### src/rtl/scoreboard_scan.sv
// Multi-digit scoreboard scanner feeding a shared PMC14495-style hex-to-7-segment decoder.
// One digit per slot: blank period with decoder transparent, then latch and light the anode.
module scoreboard_scan #(
    parameter int unsigned DIGITS    = 4,
    parameter int unsigned SCAN_DIV  = 50000,
    parameter int unsigned BLANK_CYC = 16
) (
    input  logic                  clk,
    input  logic                  rst_n,
    input  logic                  load,
    input  logic [4*DIGITS-1:0]   value,
    input  logic [DIGITS-1:0]     points,
    input  logic [DIGITS-1:0]     blank_mask,
    output logic [3:0]            D,
    output logic                  point,
    output logic                  LE,
    output logic [DIGITS-1:0]     an,
    output logic                  frame_start,
    output logic                  upd_ack
);

    localparam int unsigned CW = $clog2(SCAN_DIV);
    localparam int unsigned IW = $clog2(DIGITS);

    logic [CW-1:0]         cnt_q, cnt_d;
    logic [IW-1:0]         idx_q, idx_d;
    logic [4*DIGITS-1:0]   act_val_q, act_val_d;
    logic [DIGITS-1:0]     act_pts_q, act_pts_d;
    logic [4*DIGITS-1:0]   pend_val_q, pend_val_d;
    logic [DIGITS-1:0]     pend_pts_q, pend_pts_d;
    logic                  pend_valid_q, pend_valid_d;

    logic                  last_cnt;
    logic                  boundary;
    logic                  upd;
    logic [3:0]            cur_nib;
    logic                  cur_pt;
    logic [DIGITS-1:0]     an_on;

    assign last_cnt = (cnt_q == CW'(SCAN_DIV - 1));
    assign boundary = (cnt_q == '0) && (idx_q == '0);

    always_comb begin
        cnt_d = last_cnt ? '0 : cnt_q + 1'b1;
        idx_d = idx_q;
        if (last_cnt) begin
            idx_d = (idx_q == IW'(DIGITS - 1)) ? '0 : idx_q + 1'b1;
        end
    end

    // Frame boundary swaps pending into active; a load landing exactly on the
    // boundary skips pending so digit0 of this frame already shows it.
    always_comb begin
        act_val_d    = act_val_q;
        act_pts_d    = act_pts_q;
        pend_val_d   = pend_val_q;
        pend_pts_d   = pend_pts_q;
        pend_valid_d = pend_valid_q;
        upd          = 1'b0;
        if (boundary) begin
            pend_valid_d = 1'b0;
            if (load) begin
                act_val_d = value;
                act_pts_d = points;
                upd       = 1'b1;
            end else if (pend_valid_q) begin
                act_val_d = pend_val_q;
                act_pts_d = pend_pts_q;
                upd       = 1'b1;
            end
        end else if (load) begin
            pend_val_d   = value;
            pend_pts_d   = points;
            pend_valid_d = 1'b1;
        end
    end

    always_comb begin
        cur_nib = '0;
        cur_pt  = 1'b0;
        an_on   = '1;
        for (int i = 0; i < int'(DIGITS); i++) begin
            if (idx_q == IW'(i)) begin
                cur_nib  = act_val_d[4*i +: 4];
                cur_pt   = act_pts_d[i];
                an_on[i] = blank_mask[i];
            end
        end
    end

    always_ff @(posedge clk or negedge rst_n) begin
        if (!rst_n) begin
            cnt_q        <= '0;
            idx_q        <= '0;
            act_val_q    <= '0;
            act_pts_q    <= '0;
            pend_val_q   <= '0;
            pend_pts_q   <= '0;
            pend_valid_q <= 1'b0;
        end else begin
            cnt_q        <= cnt_d;
            idx_q        <= idx_d;
            act_val_q    <= act_val_d;
            act_pts_q    <= act_pts_d;
            pend_val_q   <= pend_val_d;
            pend_pts_q   <= pend_pts_d;
            pend_valid_q <= pend_valid_d;
        end
    end

    // D/point only move at slot start, when LE is dropping and anodes are off.
    always_ff @(posedge clk or negedge rst_n) begin
        if (!rst_n) begin
            D           <= '0;
            point       <= 1'b0;
            LE          <= 1'b0;
            an          <= '1;
            frame_start <= 1'b0;
            upd_ack     <= 1'b0;
        end else begin
            frame_start <= boundary;
            upd_ack     <= upd;
            if (cnt_q == '0) begin
                D     <= cur_nib;
                point <= cur_pt;
                LE    <= 1'b0;
                an    <= '1;
            end else if (cnt_q == CW'(BLANK_CYC)) begin
                LE <= 1'b1;
                an <= an_on;
            end
        end
    end

endmodule

### config.mk
export PLATFORM = sky130hd
export DESIGN_NAME = scoreboard_scan
export DESIGN_NICKNAME = d
export VERILOG_FILES = /design/src/rtl/scoreboard_scan.sv
export SDC_FILE = /design/constraint.sdc
export NUM_CORES = 1
export LEC_CHECK = 0
export BUFFER_PORTS_ARGS = -buffer_cell sky130_fd_sc_hd__buf_2
export CAP_MARGIN = 30
export CORE_MARGIN = 4
export CORE_UTILIZATION = 45
export CTS_CLUSTER_DIAMETER = 200
export DETAILED_ROUTE_END_ITERATION = 10
export GPL_TIMING_DRIVEN = 0
export PLACE_DENSITY = 0.71
export RECOVER_POWER = 100
export SLEW_MARGIN = 20
export SYNTH_ARGS = -nofsm -noshare
export SYNTH_HDL_FRONTEND = slang
export SYNTH_SLANG_ARGS = --single-unit
### constraint.sdc
create_clock -name clk -period 2.1 [get_ports clk]
set_input_delay 0 -clock clk [delete_from_list [all_inputs] [get_ports clk]]
set_output_delay 0 -clock clk [all_outputs]
set_load 0.005 [all_outputs]
==> results of run 1 <==
## power breakdown
part           internal, W  switching [W]
registers          0.00145      0.0000443
clock network     0.000544       0.000515
logic             0.000156       0.000146
## flip-flops by register name (all words and copies together) (netlist names)
register      cells
D                 4
LE                1
act_pts_q         4
act_val_q        16
an                4
cnt_q            16
frame_start       1
idx_q             2
pend_pts_q        4
pend_val_q       16
pend_valid_q      1
point             1
upd_ack           1
## synth_stat cells, types with 7 or more instances
master    number  area, um2
dfrtp_1       67       1680
nor2_1        26       97.6
nand2_1       22       82.6
mux2_2        20        225
a21oi_1       18       90.1
o22ai_1       17        106
nand3_1       14       70.1
buf_2         10       50.1
inv_1         10       37.5
o21ai_0        8       40.0
a21boi_0       7       52.6
nor3_1         7       35.0
xor2_1         7       61.3
## cells by family after synthesis
kind of cell    count (synthesis)  synth area share, %
fa+ha+maj                       6                 2.16
buf+inv                        28                 3.59
flops                          71                 51.1
compound gates                 89                 18.0
xor+xnor                       12                 3.02
mux                            20                 6.47
simple gates                   96                 15.7
## worst max-delay path, cell delays in order, from the launching register on
cell	delay [ps]
dfrtp_1	390
inv_1	60
ha_2	170
nor4b_4	300
nand4_2	190
inv_2	170
buf_6	150
a21oi_2	60
a22oi_2	270
o2bb2ai_2	110
a22o_1	180
## how the worst max path moves through the flow
| stage | endpoint | slack, ps | cells past startpoint |
|---|---|---|---|
| after floorplan | D[2]$_DFFE_PN0N_ | 90 | 11 |
| after detailed placement | D[1]$_DFFE_PN0N_ | -340 | 11 |
| final | D[1]$_DFFE_PN0N_ | -50 | 10 |
| after global routing | D[0]$_DFFE_PN0N_ | -120 | 10 |
| after CTS | D[1]$_DFFE_PN0N_ | -30 | 10 |
| after global placement | D[1]$_DFFE_PN0N_ | -310 | 11 |
## metal layers
| layer | up-vias | track usage, % | wire (um) |
|---|---|---|---|
| met3 | 15 | 3.83 | 470 |
| met4 | 0 | 8.89 | 187 |
| met1 | 1405 | 28.5 | 4030 |
| met5 | - | 0 | 0 |
| li1 | 1354 | - | - |
| met2 | 72 | 32.3 | 4230 |
## area by class of cell
type | count | area, um2 | share of cell area [%]
flip-flops and latches | 71 | 1780 | 39.7
multi-input cells | 223 | 1710 | 38.1
repair buffers | 78 | 549 | 12.2
clock buffers | 10 | 128 | 2.84
well taps | 99 | 124 | 2.76
plain buffers | 14 | 85.1 | 1.90
clock inverters | 6 | 61.3 | 1.37
inverters | 12 | 46.3 | 1.03
## stage by stage
step	power, W	cell area [um2]	std cells	worst slack (ps)	TNS (ps)
global placement	0.00176	3800	459	-311	-1900
CTS	0.00288	4430	509	-33.9	-95.6
floorplan	0.00166	3480	322	92.6	0
detailed placement	0.00178	3830	460	-343	-3300
finish	0.00286	4490	513	-49.2	-84.3
global route	0.00299	4490	513	-123	-417
## repair_timing
item                                    4_1_cts  5_1_grt
endpoints found under the hold margin        92        0
pin swaps                                    12        8
hold buffers                                 26        0
endpoints found under the setup margin       35       48
buffers inserted                              7        5
gates cloned                                  1        0
resized for setup                            24       17
==> qor.csv, run 1 <==
metric;value;unit
clock_skew;9.78;ps
cts_tree;built;
final_cell_mix;67 x dfrtp_1, 36 x buf_2, 26 x dlygate4sd3_1;
reg2reg_from;cnt_q[0]$_DFF_PN0_;
fp.dieW;96.0;um
fin_util;60.9;%
track_usage;20.8;%
failed_checks;negative setup slack;
holdWs;390;ps
reg2reg_to;D[1]$_DFFE_PN0N_;
fmax;0.465;GHz
fin_ws;-49.2;ps
yosysSeqAreaShare;51.1;%
startpoint_type;register;
clock_latency;340;ps
postRouteAntennaNets;0;
overflow;0;
diodes;0;
power_density;637;nW/um2
clock_tree.root_cell;clkbuf_8;
drv_slew;0;
peakVddDrop;0.000367;V
rsz0062_at_grt;true;
numCtsBuffers;9;
yosys_register_bits;71;
setup_violations;2;
crit_arrival;2380;ps
start_util;47.3;%
async_reset_ff_share;100;%
reg2reg_slack;-50;ps
netlist_area;3480;um2
hold_class;in -> async;
critical_path_class;reg -> reg;
die_h;96.0;um
synth-edff-count;0;
leakage;1.90;nW
post-route-min-period;2150;ps
syn_inst;322;
routabilityCongestion;0.832;
maxCapViolCount;0;
reg2regPathDepth;10;
cp.required;2330;ps
dieArea;9210;um2
grt_pass1_vias;2924;
syn-num-nets;355;
slew_headroom;24.7;%
htreeDepth;3;
viasPerCell;5.55;
cts.sinks;71;
grt_pass1_wl;14.4;mm
tightest_slew;1130;ps
final_common_cell;dfrtp_1;
dr.pass1.iters;4;
vias;2846;
endpoint_kind;register;
timing.critical_path.from;cnt_q[0]$_DFF_PN0_;
drive_gt1_share;32.4;%
outcome;finished, violations left;
antenna_found_initial;0;
crit_path_max_fanout;5;
ctsLongestPathBuffers;2;
core;7370;um2
hold_violations;0;
yosysUniqueCellTypes;55;
grt_max_degree;52;
yosys_warnings;0;
drc;0;
fillers;630;
io_pins;39;
ys.flop_type;dfrtp_1;
finalCritPeriodShare;102;%
portBuffers;38;
rows;31;
drtIter0Drc;137;
dp.final_hpwl;5.81;mm
drt_wl_total;8.92;mm
path_clk_slew;80;ps
fin_nets;442;
syn-mean-instance-area;10.8;um2
post_drt_wl_per_cell;17.4;um
synthToLayoutAreaGrowth;28.8;%
Note: power is estimated with default switching activity, not from simulation.
==> inputs of run 2 (changes only) <==
--- a/config.mk
+++ b/config.mk
@@ -7,7 +7,7 @@
 export LEC_CHECK = 0
 export BUFFER_PORTS_ARGS = -buffer_cell sky130_fd_sc_hd__buf_2
 export CAP_MARGIN = 30
-export CORE_MARGIN = 4
+export CORE_MARGIN = 10
 export CORE_UTILIZATION = 45
 export CTS_CLUSTER_DIAMETER = 200
 export DETAILED_ROUTE_END_ITERATION = 10
==> run 2 against run 1 <==
Effect of this change:
- the flow finishes with violations (max-capacitance violations, max-slew violations)
- register-to-register slack better by 50 ps
- sequential share of layout area down 0.18 points
- fmax up 2.4%
- non-clock buffer count unchanged
- core utilization down 1.9 points
- total power up 3.1%
- die area up 27%
- hold slack better by 32 ps
- design area up 0.45%
- critical endpoint is now D[0]$_DFFE_PN0N_
==> qor.csv, run 2 (same netlist as run 1, synthesis figures left out) <==
metric;value;unit;change
cp_top_family;compound AO/OA/AOI/OAI gates;;
numCtsBuffers;9;;unchanged
synthToLayoutAreaGrowth;29.4;%;
drtIter0Drc;222;;+62%
maxCapViolCount;1;;+1
drc;0;;unchanged
htreeDepth;3;;unchanged
clock_latency;360;ps;+20 ps
diodes;0;;unchanged
clock_tree.root_cell;clkbuf_8;;
cts.sinks;71;;unchanged
dp.final_hpwl;5.96;mm;+2.5%
routabilityCongestion;0.820;;-1.4%
seq_area;1780;um2;unchanged
outcome;finished, violations left;;
die_h;108;um;+13%
ctsLongestPathBuffers;2;;unchanged
post-route-min-period;2100;ps;-50.1 ps
dr.pass1.iters;4;;unchanged
slew_headroom;-9.24;%;-34 points
overflow;0;;unchanged
fillers;640;;+1.6%
tns;0;ps;+84.3 ps
grt_pass1_vias;2912;;-0.41%
critical_path_class;reg -> reg;;
switching_share;23.6;%;-1.1 points
crit_path_max_fanout;6;;+1
hold_violations;0;;unchanged
rsz0062_at_grt;true;;
clockPowerShare;38.9;%;+1.8 points
share_seq_of_total_power;50.8;%;-1.6 points
antenna_found_initial;0;;unchanged
postRouteAntennaNets;0;;unchanged
failed_checks;max-capacitance violations, max-slew violations;;
post_drt_wl_per_cell;17.5;um;+0.41%
leakage;1.91;nW;+0.58%
fin_nets;442;;unchanged
reg.largest.list;act_val_q x16, cnt_q x16, pend_val_q x16;;
pwr-share-comb;10.3;%;-0.3 points
startpoint_type;register;;
crit_buf_inv;3;;unchanged
cp_slowest_stage_delay;430;ps;+40 ps
clock_skew;9.47;ps;-0.314 ps
cts_tree;built;;
crit_slowest_cell;dfrtp_1;;
vias;2875;;+1.0%
power_density;653;nW/um2;+2.6%
tightest_slew;1640;ps;+509 ps
fp.dieW;108;um;+13%
p_switching;0.000693;W;-1.6%
multi_input_area;1700;um2;-0.58%
endpoint_kind;register;;
portBuffers;38;;unchanged
drt_wl_total;9.01;mm;+1.0%
p_int;0.00225;W;+4.6%
fmax;0.476;GHz;+2.4%
drv_slew;31;;+31
core;7650;um2;+3.8%
grt_pass1_wl;14.9;mm;+3.5%
rows;32;;+3.2%
setup_violations;0;;-2
crit_arrival;2340;ps;-40 ps
final_common_cell;dfrtp_1;;
viasPerCell;5.57;;+0.43%
path_clk_slew;70;ps;about the same
start_util;45.5;%;-1.7 points
path_cells;inv_1, ha_2, nor4b_4, nand4_2, inv_2, buf_6, a21oi_2, a22oi_2, o2bb2ai_2, a22o_1;;
cp.required;2340;ps;about the same
grt_max_degree;43;;-17%
holdWs;422;ps;+31.9 ps
hold_class;in -> reg;;
io_pins;39;;unchanged
track_usage;16.2;%;-4.7 points
drive_gt1_share;31.2;%;-1.2 points
finalCritPeriodShare;100;%;-2.4 points
dr_wl_met3;429;um;-8.7%
wl_met2;4.31;mm;+2.0%
wl_met1;4.02;mm;-0.20%
top_layer;met4;;
peakVddDrop;0.000263;V;-28%
final_cell_mix;67 x dfrtp_1, 35 x buf_2, 26 x dlygate4sd3_1;;
dieArea;11700;um2;+27%
## run 2: timing repair
| action | 4_1_cts | 5_1_grt |
|---|---|---|
| setup buffers | 7 | 4 |
| gates resized for setup | 10 | 29 |
| endpoints found under the setup margin | 34 | 25 |
| gates cloned | 0 | 1 |
| hold buffers | 26 | 0 |
| pin swaps | 3 | 13 |
| endpoints found under the hold margin | 92 | 0 |
## run 2: area by class of cell
cell class | count | share of cell area, %
timing repair buffer | 77 | 12.1
multi-input combinational | 223 | 37.8
inverter | 12 | 1.03
clock buffer | 13 | 3.75
clock inverter | 3 | 0.888
tap | 102 | 2.83
buffer | 15 | 2.14
sequential | 71 | 39.5
## run 2: worst register-to-register path, cell delays in order (launching register included)
cell and delay (ps):
dfrtp_1 430, inv_1 80, ha_2 160, nor4b_4 270, nand4_2 190, inv_2 150, buf_6 140, a21oi_2 60
a22oi_2 250, o2bb2ai_2 80, a22o_1 180
## run 2: final timing paths
check / to / cells after the start / startpoint / slack [ps]
hold reg to reg: an[3]$_DFFE_PN1P_ / 1 / an[3]$_DFFE_PN1P_ / 510
setup reg to reg: D[0]$_DFFE_PN0N_ / 10 / cnt_q[0]$_DFF_PN0_ / 0.8
min in group asynchronous: pend_val_q[4]$_DFFE_PN0P_ / 2 / rst_n / 600
max in group asynchronous: an[0]$_DFFE_PN1P_ / 3 / rst_n / 370
hold / removal: an[3]$_DFFE_PN1P_ / 3 / blank_mask[3] / 420
setup / recovery: D[0]$_DFFE_PN0N_ / 10 / cnt_q[0]$_DFF_PN0_ / 0.8
## run 2: per-layer routing
metal	GRT usage [%]	vias up
li1	-	1346
met1	20.7	1438
met2	25.1	70
met3	3.63	21
met4	8.11	0
met5	0	-
## run 2: per-stage QoR
step / power (W) / cells / util [%] / setup slack, ps / area (um2)
6_report: 0.00294 / 516 / 58.9 / 0.821 / 4510
5_1_grt: 0.00305 / 516 / 58.9 / -139 / 4510
4_1_cts: 0.00295 / 512 / 57.4 / 8.74 / 4390
3_5_place_dp: 0.00178 / 463 / 50.0 / -253 / 3820
3_3_place_gp: 0.00176 / 462 / 49.7 / -243 / 3800
2_1_floorplan: 0.00166 / 322 / - / 92.6 / 3480
## run 2: power groups by stage
stage | Clock [W] | Combinational [W] | Sequential (W)
2_1_floorplan | 0 | 0.000151 | 0.00151
3_3_place_gp | 0 | 0.000249 | 0.00151
3_5_place_dp | 0 | 0.000260 | 0.00152
4_1_cts | 0.00116 | 0.000300 | 0.00149
5_1_grt | 0.00122 | 0.000333 | 0.00150
6_report | 0.00115 | 0.000302 | 0.00150
